===== config.mk =====
export PLATFORM = sky130hd
export DESIGN_NAME = an_decoder_barrett_pipe
export DESIGN_NICKNAME = d
export VERILOG_FILES = /design/src/rtl/an_decoder_barrett_pipe.sv
export SDC_FILE = /design/constraint.sdc
export NUM_CORES = 1
export LEC_CHECK = 0
export CORE_MARGIN = 2
export CORE_UTILIZATION = 40
export CTS_BUF_LIST = sky130_fd_sc_hd__clkbuf_2
export CTS_CLUSTER_SIZE = 12
export DETAILED_ROUTE_END_ITERATION = 7
export MAX_ROUTING_LAYER = met4
export SYNTH_ARGS = -nofsm -noshare
export SYNTH_HDL_FRONTEND = slang
export SYNTH_SLANG_ARGS = --single-unit

===== constraint.sdc =====
create_clock -name clk -period 14.6 [get_ports clk]
set_clock_uncertainty 0.15 [all_clocks]
set_input_delay 1.46 -clock clk [delete_from_list [all_inputs] [get_ports clk]]
set_output_delay 1.46 -clock clk [all_outputs]
set_load 0.05 [all_outputs]

===== src/rtl/an_decoder_barrett_pipe.sv =====
// an_decoder_barrett_pipe: 3-stage AN-code decoder, Barrett divide by A plus single-bit error correction
module an_decoder_barrett_pipe #(
    parameter int A = 29,
    parameter int MSG_W = 10,
    parameter int CW_W = 15,
    parameter int ERR_BITS = 14,
    parameter int CNT_W = 16
) (
    input  logic             clk,
    input  logic             rst,
    input  logic             in_valid,
    output logic             in_ready,
    input  logic [CW_W-1:0]  in_cw,
    output logic             out_valid,
    input  logic             out_ready,
    output logic [MSG_W-1:0] out_msg,
    output logic             out_corr,
    output logic             out_uncorr,
    output logic [4:0]       out_pos,
    output logic             out_neg,
    input  logic             cnt_clr,
    output logic [CNT_W-1:0] cnt_corr,
    output logic [CNT_W-1:0] cnt_uncorr
);
    localparam int K = 2 * CW_W;
    localparam logic [K-1:0] MU = K'((64'd1 << K) / 64'(A));
    localparam logic [CW_W-1:0] AW = CW_W'(A);

    function automatic logic [CW_W-1:0] pres(input int i);
        return CW_W'((64'd1 << i) % 64'(A));
    endfunction

    function automatic logic [CW_W-1:0] nres(input int i);
        return AW - pres(i);
    endfunction

    function automatic logic [CW_W-1:0] fl(input int i);
        return CW_W'((64'd1 << i) / 64'(A));
    endfunction

    function automatic logic [CW_W-1:0] ce(input int i);
        return CW_W'(((64'd1 << i) + 64'(A) - 64'd1) / 64'(A));
    endfunction

    function automatic logic [CW_W-1:0] rv(input int a);
        return a < ERR_BITS ? pres(a) : nres(a - ERR_BITS);
    endfunction

    function automatic bit tbl_ok();
        for (int a = 0; a < 2 * ERR_BITS; a++) begin
            if (rv(a) == '0) return 1'b0;
            for (int b = a + 1; b < 2 * ERR_BITS; b++)
                if (rv(a) == rv(b)) return 1'b0;
        end
        return 1'b1;
    endfunction

    if (A < 3 || A > 255 || A % 2 == 0) begin : g_bad_a
        $error("A must be odd and in 3..255");
    end
    if (((64'd1 << MSG_W) - 64'd1) * 64'(A) >= (64'd1 << CW_W)) begin : g_bad_cw
        $error("CW_W too narrow for MSG_W and A");
    end
    if (!tbl_ok()) begin : g_bad_tbl
        $error("correction residues not nonzero and distinct");
    end

    logic                   adv, v1, v2, hit, nf, corr;
    logic [CW_W-1:0]        cw1, q2, r2, q_est, qf, rf;
    logic [CW_W+K-1:0]      p1;
    logic signed [CW_W:0]   cv;
    logic [4:0]             pf;
    logic [MSG_W-1:0]       mf;

    assign adv = !out_valid || out_ready;
    assign in_ready = adv;
    assign q_est = p1[CW_W+K-1:K];
    // q_est is at most one short, so a single conditional step finishes the division
    assign qf = r2 >= AW ? q2 + 1'b1 : q2;
    assign rf = r2 >= AW ? r2 - AW : r2;

    always_comb begin
        hit = 1'b0;
        cv = '0;
        pf = '0;
        nf = 1'b0;
        for (int i = 0; i < ERR_BITS; i++) begin
            if (rf == pres(i)) begin
                hit = 1'b1;
                cv = $signed({1'b0, qf}) - $signed({1'b0, fl(i)});
                pf = 5'(i);
                nf = 1'b0;
            end
            if (rf == nres(i)) begin
                hit = 1'b1;
                cv = $signed({1'b0, qf}) + $signed({1'b0, ce(i)});
                pf = 5'(i);
                nf = 1'b1;
            end
        end
        corr = hit && !cv[CW_W] && cv[CW_W-1:MSG_W] == '0;
        mf = corr ? cv[MSG_W-1:0] : qf[MSG_W-1:0];
    end

    always_ff @(posedge clk) begin
        if (rst) begin
            v1 <= 1'b0;
            v2 <= 1'b0;
            cw1 <= '0;
            p1 <= '0;
            q2 <= '0;
            r2 <= '0;
            out_valid <= 1'b0;
            out_msg <= '0;
            out_corr <= 1'b0;
            out_uncorr <= 1'b0;
            out_pos <= '0;
            out_neg <= 1'b0;
        end else if (adv) begin
            v1 <= in_valid;
            cw1 <= in_cw;
            p1 <= (CW_W+K)'(in_cw) * (CW_W+K)'(MU);
            v2 <= v1;
            q2 <= q_est;
            r2 <= cw1 - q_est * AW;
            out_valid <= v2;
            out_msg <= mf;
            out_corr <= corr;
            out_uncorr <= rf != '0 && !corr;
            out_pos <= corr ? pf : '0;
            out_neg <= corr && nf;
        end
    end

    always_ff @(posedge clk) begin
        if (rst || cnt_clr) begin
            cnt_corr <= '0;
            cnt_uncorr <= '0;
        end else if (out_valid && out_ready) begin
            if (out_corr && cnt_corr != '1) cnt_corr <= cnt_corr + 1'b1;
            if (out_uncorr && cnt_uncorr != '1) cnt_uncorr <= cnt_uncorr + 1'b1;
        end
    end
endmodule

==> metrics.md <==
| Metric | Value |
|---|---|
| Outcome | `complete, no violations` |
| Utilization after layout | `43.7%` |
| Pin count of the biggest net entering global routing | `62` |
| Via count | `18100` |
| Top post-synthesis cells by count | `238 x nand2_1, 226 x inv_1, 200 x ha_1, 157 x a21oi_1` |
| Hold-fix buffers, CTS | `0` |
| Routed Antenna Nets | `0` |
| H-tree depth | `3` |
| Synth Register Bits | `104` |
| Internal power | `0.00186 W` |
| DIE HEIGHT | `217 um` |
| # DRC | `0` |
| Site Rows | `78` |
| Drt first pass iters | `6` |
| Post-CTS Resized | `0` |
| Share of layout cells above drive strength 1 | `6.76%` |
| Post-CTS Setup Inserts | `0` |
| Cells on Worst Hold Path | `2` |
| Synthesized netlist net count | `2655` |
| Pwr Density | `213 nW/um2` |
| Worst slew pin tran | `1.23 ns` |
| Hold Crit Start | `out_msg[0]` |
| Hold Crit Class | `register to register` |
| Number of max-cap violations | `0` |
| Port-buffer cells | `70` |
| Crit path arrival time | `8.81 ns` |
| Cell area after synthesis | `18200 um2` |
| Reg2reg start | `r2[1]` |
| Required time of the critical path | `15.17 ns` |
| Clock power frac | `4.0%` |
| DRT iter0 DRCs | `1818` |
| Synth area leaders | `fa_1 17%, ha_1 14%, dfxtp_1 11%, xnor2_1 5.1%, nand2_1 4.9%` |
| Dpl hpwl | `58.7 mm` |
| Post-synth EDFFs | `0` |
| Die area | `47200 um2` |
| Kind of end point of the critical path | `register` |
| Worst VDD drop | `0.000137 V` |
| Number of global-route vias before repair | `17900` |
| Setup TNS | `0 ns` |
| Hold endpoint | `out_msg[0]` |
| Cells after synthesis | `2283` |
| Synth async-reset ratio | `0%` |
| Clock root buffer | `clkbuf_2` |
| Final WL | `75.9 mm` |
| FF-to-FF End | `out_pos[0]` |
| TritonCTS Buffers | `9` |
| Ys flop type | `dfxtp_1` |
| Total global routing overflow | `0` |
| Worst R2R Setup Slack | `7.36 ns` |
| Count leader, synth | `nand2_1` |
| Synth area leader | `fa_1` |
| Initial antenna violation count | `2` |
| Setup violators final | `0` |
| Average size of a mapped cell | `7.96 um2` |
| Gp weighted congestion | `1.05` |
| Initial Utilization | `40.3%` |
| Post-synthesis sequential area ratio | `11.5%` |
| Flop pwr share | `10.0%` |
| Routed len/inst | `26.2 um` |
| Achievable Freq | `121 MHz` |
| Pleak | `8.16 nW` |
| Clock Latency Late Sink | `0.84 ns` |
| Max Slew Vio Count | `0` |
| Worst-path fanout max | `9` |
| Final Cycle Share | `56.5%` |
| Unique cell type count in the Yosys netlist | `107` |
| GRT Util Overall | `33.2%` |
| RSZ-0062 raised after global routing | `false` |
| Final layout net count | `2659` |
| Vias per Instance | `6.26` |
| Core area | `45100 um2` |
| Die width | `217 um` |
| CP Launch Point | `in_cw[4]` |
| Critical path startpoint category | `primary input` |
| Setup CP Type | `primary input to register` |
| Final min period | `8.24 ns` |
| Clock tree sinks | `104` |
| # IOs | `72` |
| Global-route wire length before repair | `115 mm` |
| Max clock buf depth | `2` |
| FF-to-FF path depth | `21` |
| Headroom to the max-slew limit | `18.2%` |
| CTS tree | `yes` |
| Share of the synthesized area in the top cell type | `16.7%` |
| Sw power | `0.00235 W` |
| Net Sw Frac | `55.9%` |
| Comb power frac | `86.0%` |
| Synth Warn # | `0` |
| Worst-path clk slew | `0.36 ns` |
| Fin. Hold Viols | `0` |
| Area growth syn-to-layout | `8.34%` |
-- layout make-up --
cell class | count | area (um2)
Multi-Input combinational cell | 1812 | 14700
Tap cell | 600 | 751
Sequential cell | 104 | 2080
Antenna cell | 4 | 10.0
Fill cell | 4669 | 25400
Timing Repair Buffer | 129 | 1140
Clock inverter | 7 | 91.3
Inverter | 231 | 880
Clock buffer | 9 | 45.0
-- cells in the final DEF, fill, tap and decap left out, drive strengths merged, types with 25 or more instances in the layout --
cell | netlist | layout
a21oi | 159 | 159
a31oi | 25 | 25
and2 | 25 | 25
buf | 39 | 60
clkdlybuf4s50 | 0 | 69
dfxtp | 104 | 104
fa | 152 | 152
ha | 200 | 200
inv | 229 | 234
nand2 | 238 | 238
nand3 | 67 | 67
nand4 | 33 | 33
nor2 | 153 | 153
nor3 | 53 | 53
o211ai | 36 | 36
o21ai | 91 | 91
xnor2 | 109 | 109
xor2 | 32 | 32
-- cells by family (layout without fill, tap and decap cells) --
logic type               count (synthesis)  count (layout)  share of synthesized area (%)
AND/OR/NAND/NOR                        707             707                           19.0
AO/OA/AOI/OAI                          594             594                           23.0
buffers and inverters                  367             376                           8.07
adder cells (fa/ha/maj)                352             352                           30.5
XOR/XNOR                               142             142                           7.08
flip-flops                             104             104                           11.5
multiplexers                            16              16                          0.915
other                                    1               5                         0.0206
-- through the flow --
step	cell area, um2	hold WS (ns)	worst slack (ns)	cells	total power, W
6_report	19700	0.318	6.36	2896	0.00420
5_1_grt	19700	0.344	6.09	2894	0.00465
4_1_cts	19700	0.322	6.53	2892	0.00420
3_5_place_dp	19600	0.297	5.59	2876	0.00400
3_3_place_gp	19600	0.291	5.63	2876	0.00397
2_1_floorplan	18200	0.282	6.85	2283	0.00305
-- registers in the layout, summed over array words and instances (netlist names), 4 cells and up --
register	cells
out_pos	4
cnt_corr	16
p1	11
cnt_uncorr	16
r2	15
q2	11
out_msg	10
cw1	15
-- worst max-delay path by stage --
stage	end	slack, ns
6_report	p1[40]	6.36
3_3_place_gp	p1[40]	5.63
4_1_cts	p1[40]	6.53
5_1_grt	p1[40]	6.09
2_1_floorplan	p1[40]	6.85
3_5_place_dp	p1[40]	5.59
-- power groups by stage --
| stage | Sequential, W | Clock (W) | Combinational [W] |
|---|---|---|---|
| after detailed placement | 0.000425 | 0 | 0.00357 |
| after global routing | 0.000429 | 0.000184 | 0.00404 |
| after CTS | 0.000420 | 0.000174 | 0.00360 |
| final | 0.000421 | 0.000167 | 0.00362 |
| after global placement | 0.000424 | 0 | 0.00354 |
| after floorplan | 0.000402 | 0 | 0.00265 |
-- routing by layer --
| metal | routed length [um] | global-route usage (%) | share of wire [%] | up-vias |
|---|---|---|---|---|
| met5 | 0 | - | 0 | - |
| met1 | 29200 | 38.6 | 38 | 8859 |
| met3 | 5170 | 4.58 | 6.8 | 279 |
| met4 | 5270 | 20.0 | 6.9 | 0 |
| met2 | 36300 | 54.8 | 48 | 851 |
| li1 | - | - | - | 8147 |
-- critical path: stages --
cell             delay (ns)
clkdlybuf4s50_1        0.67
fa_1                   0.71
inv_1                  0.07
fa_1                   0.46
fa_1                   0.51
inv_1                  0.05
fa_1                   0.47
fa_1                   0.59
fa_1                   0.44
ha_1                   0.34
a2111oi_0              0.53
o221ai_1               0.21
a41o_1                 0.25
a221oi_1               0.68
o211ai_1               0.23
o2111ai_1              0.15
nand4b_1               0.17
a21o_1                 0.23
a21o_1                 0.20
a21oi_1                0.18
xor2_1                 0.15
o21ai_0                0.08
Power figures use the tool's default switching activity.
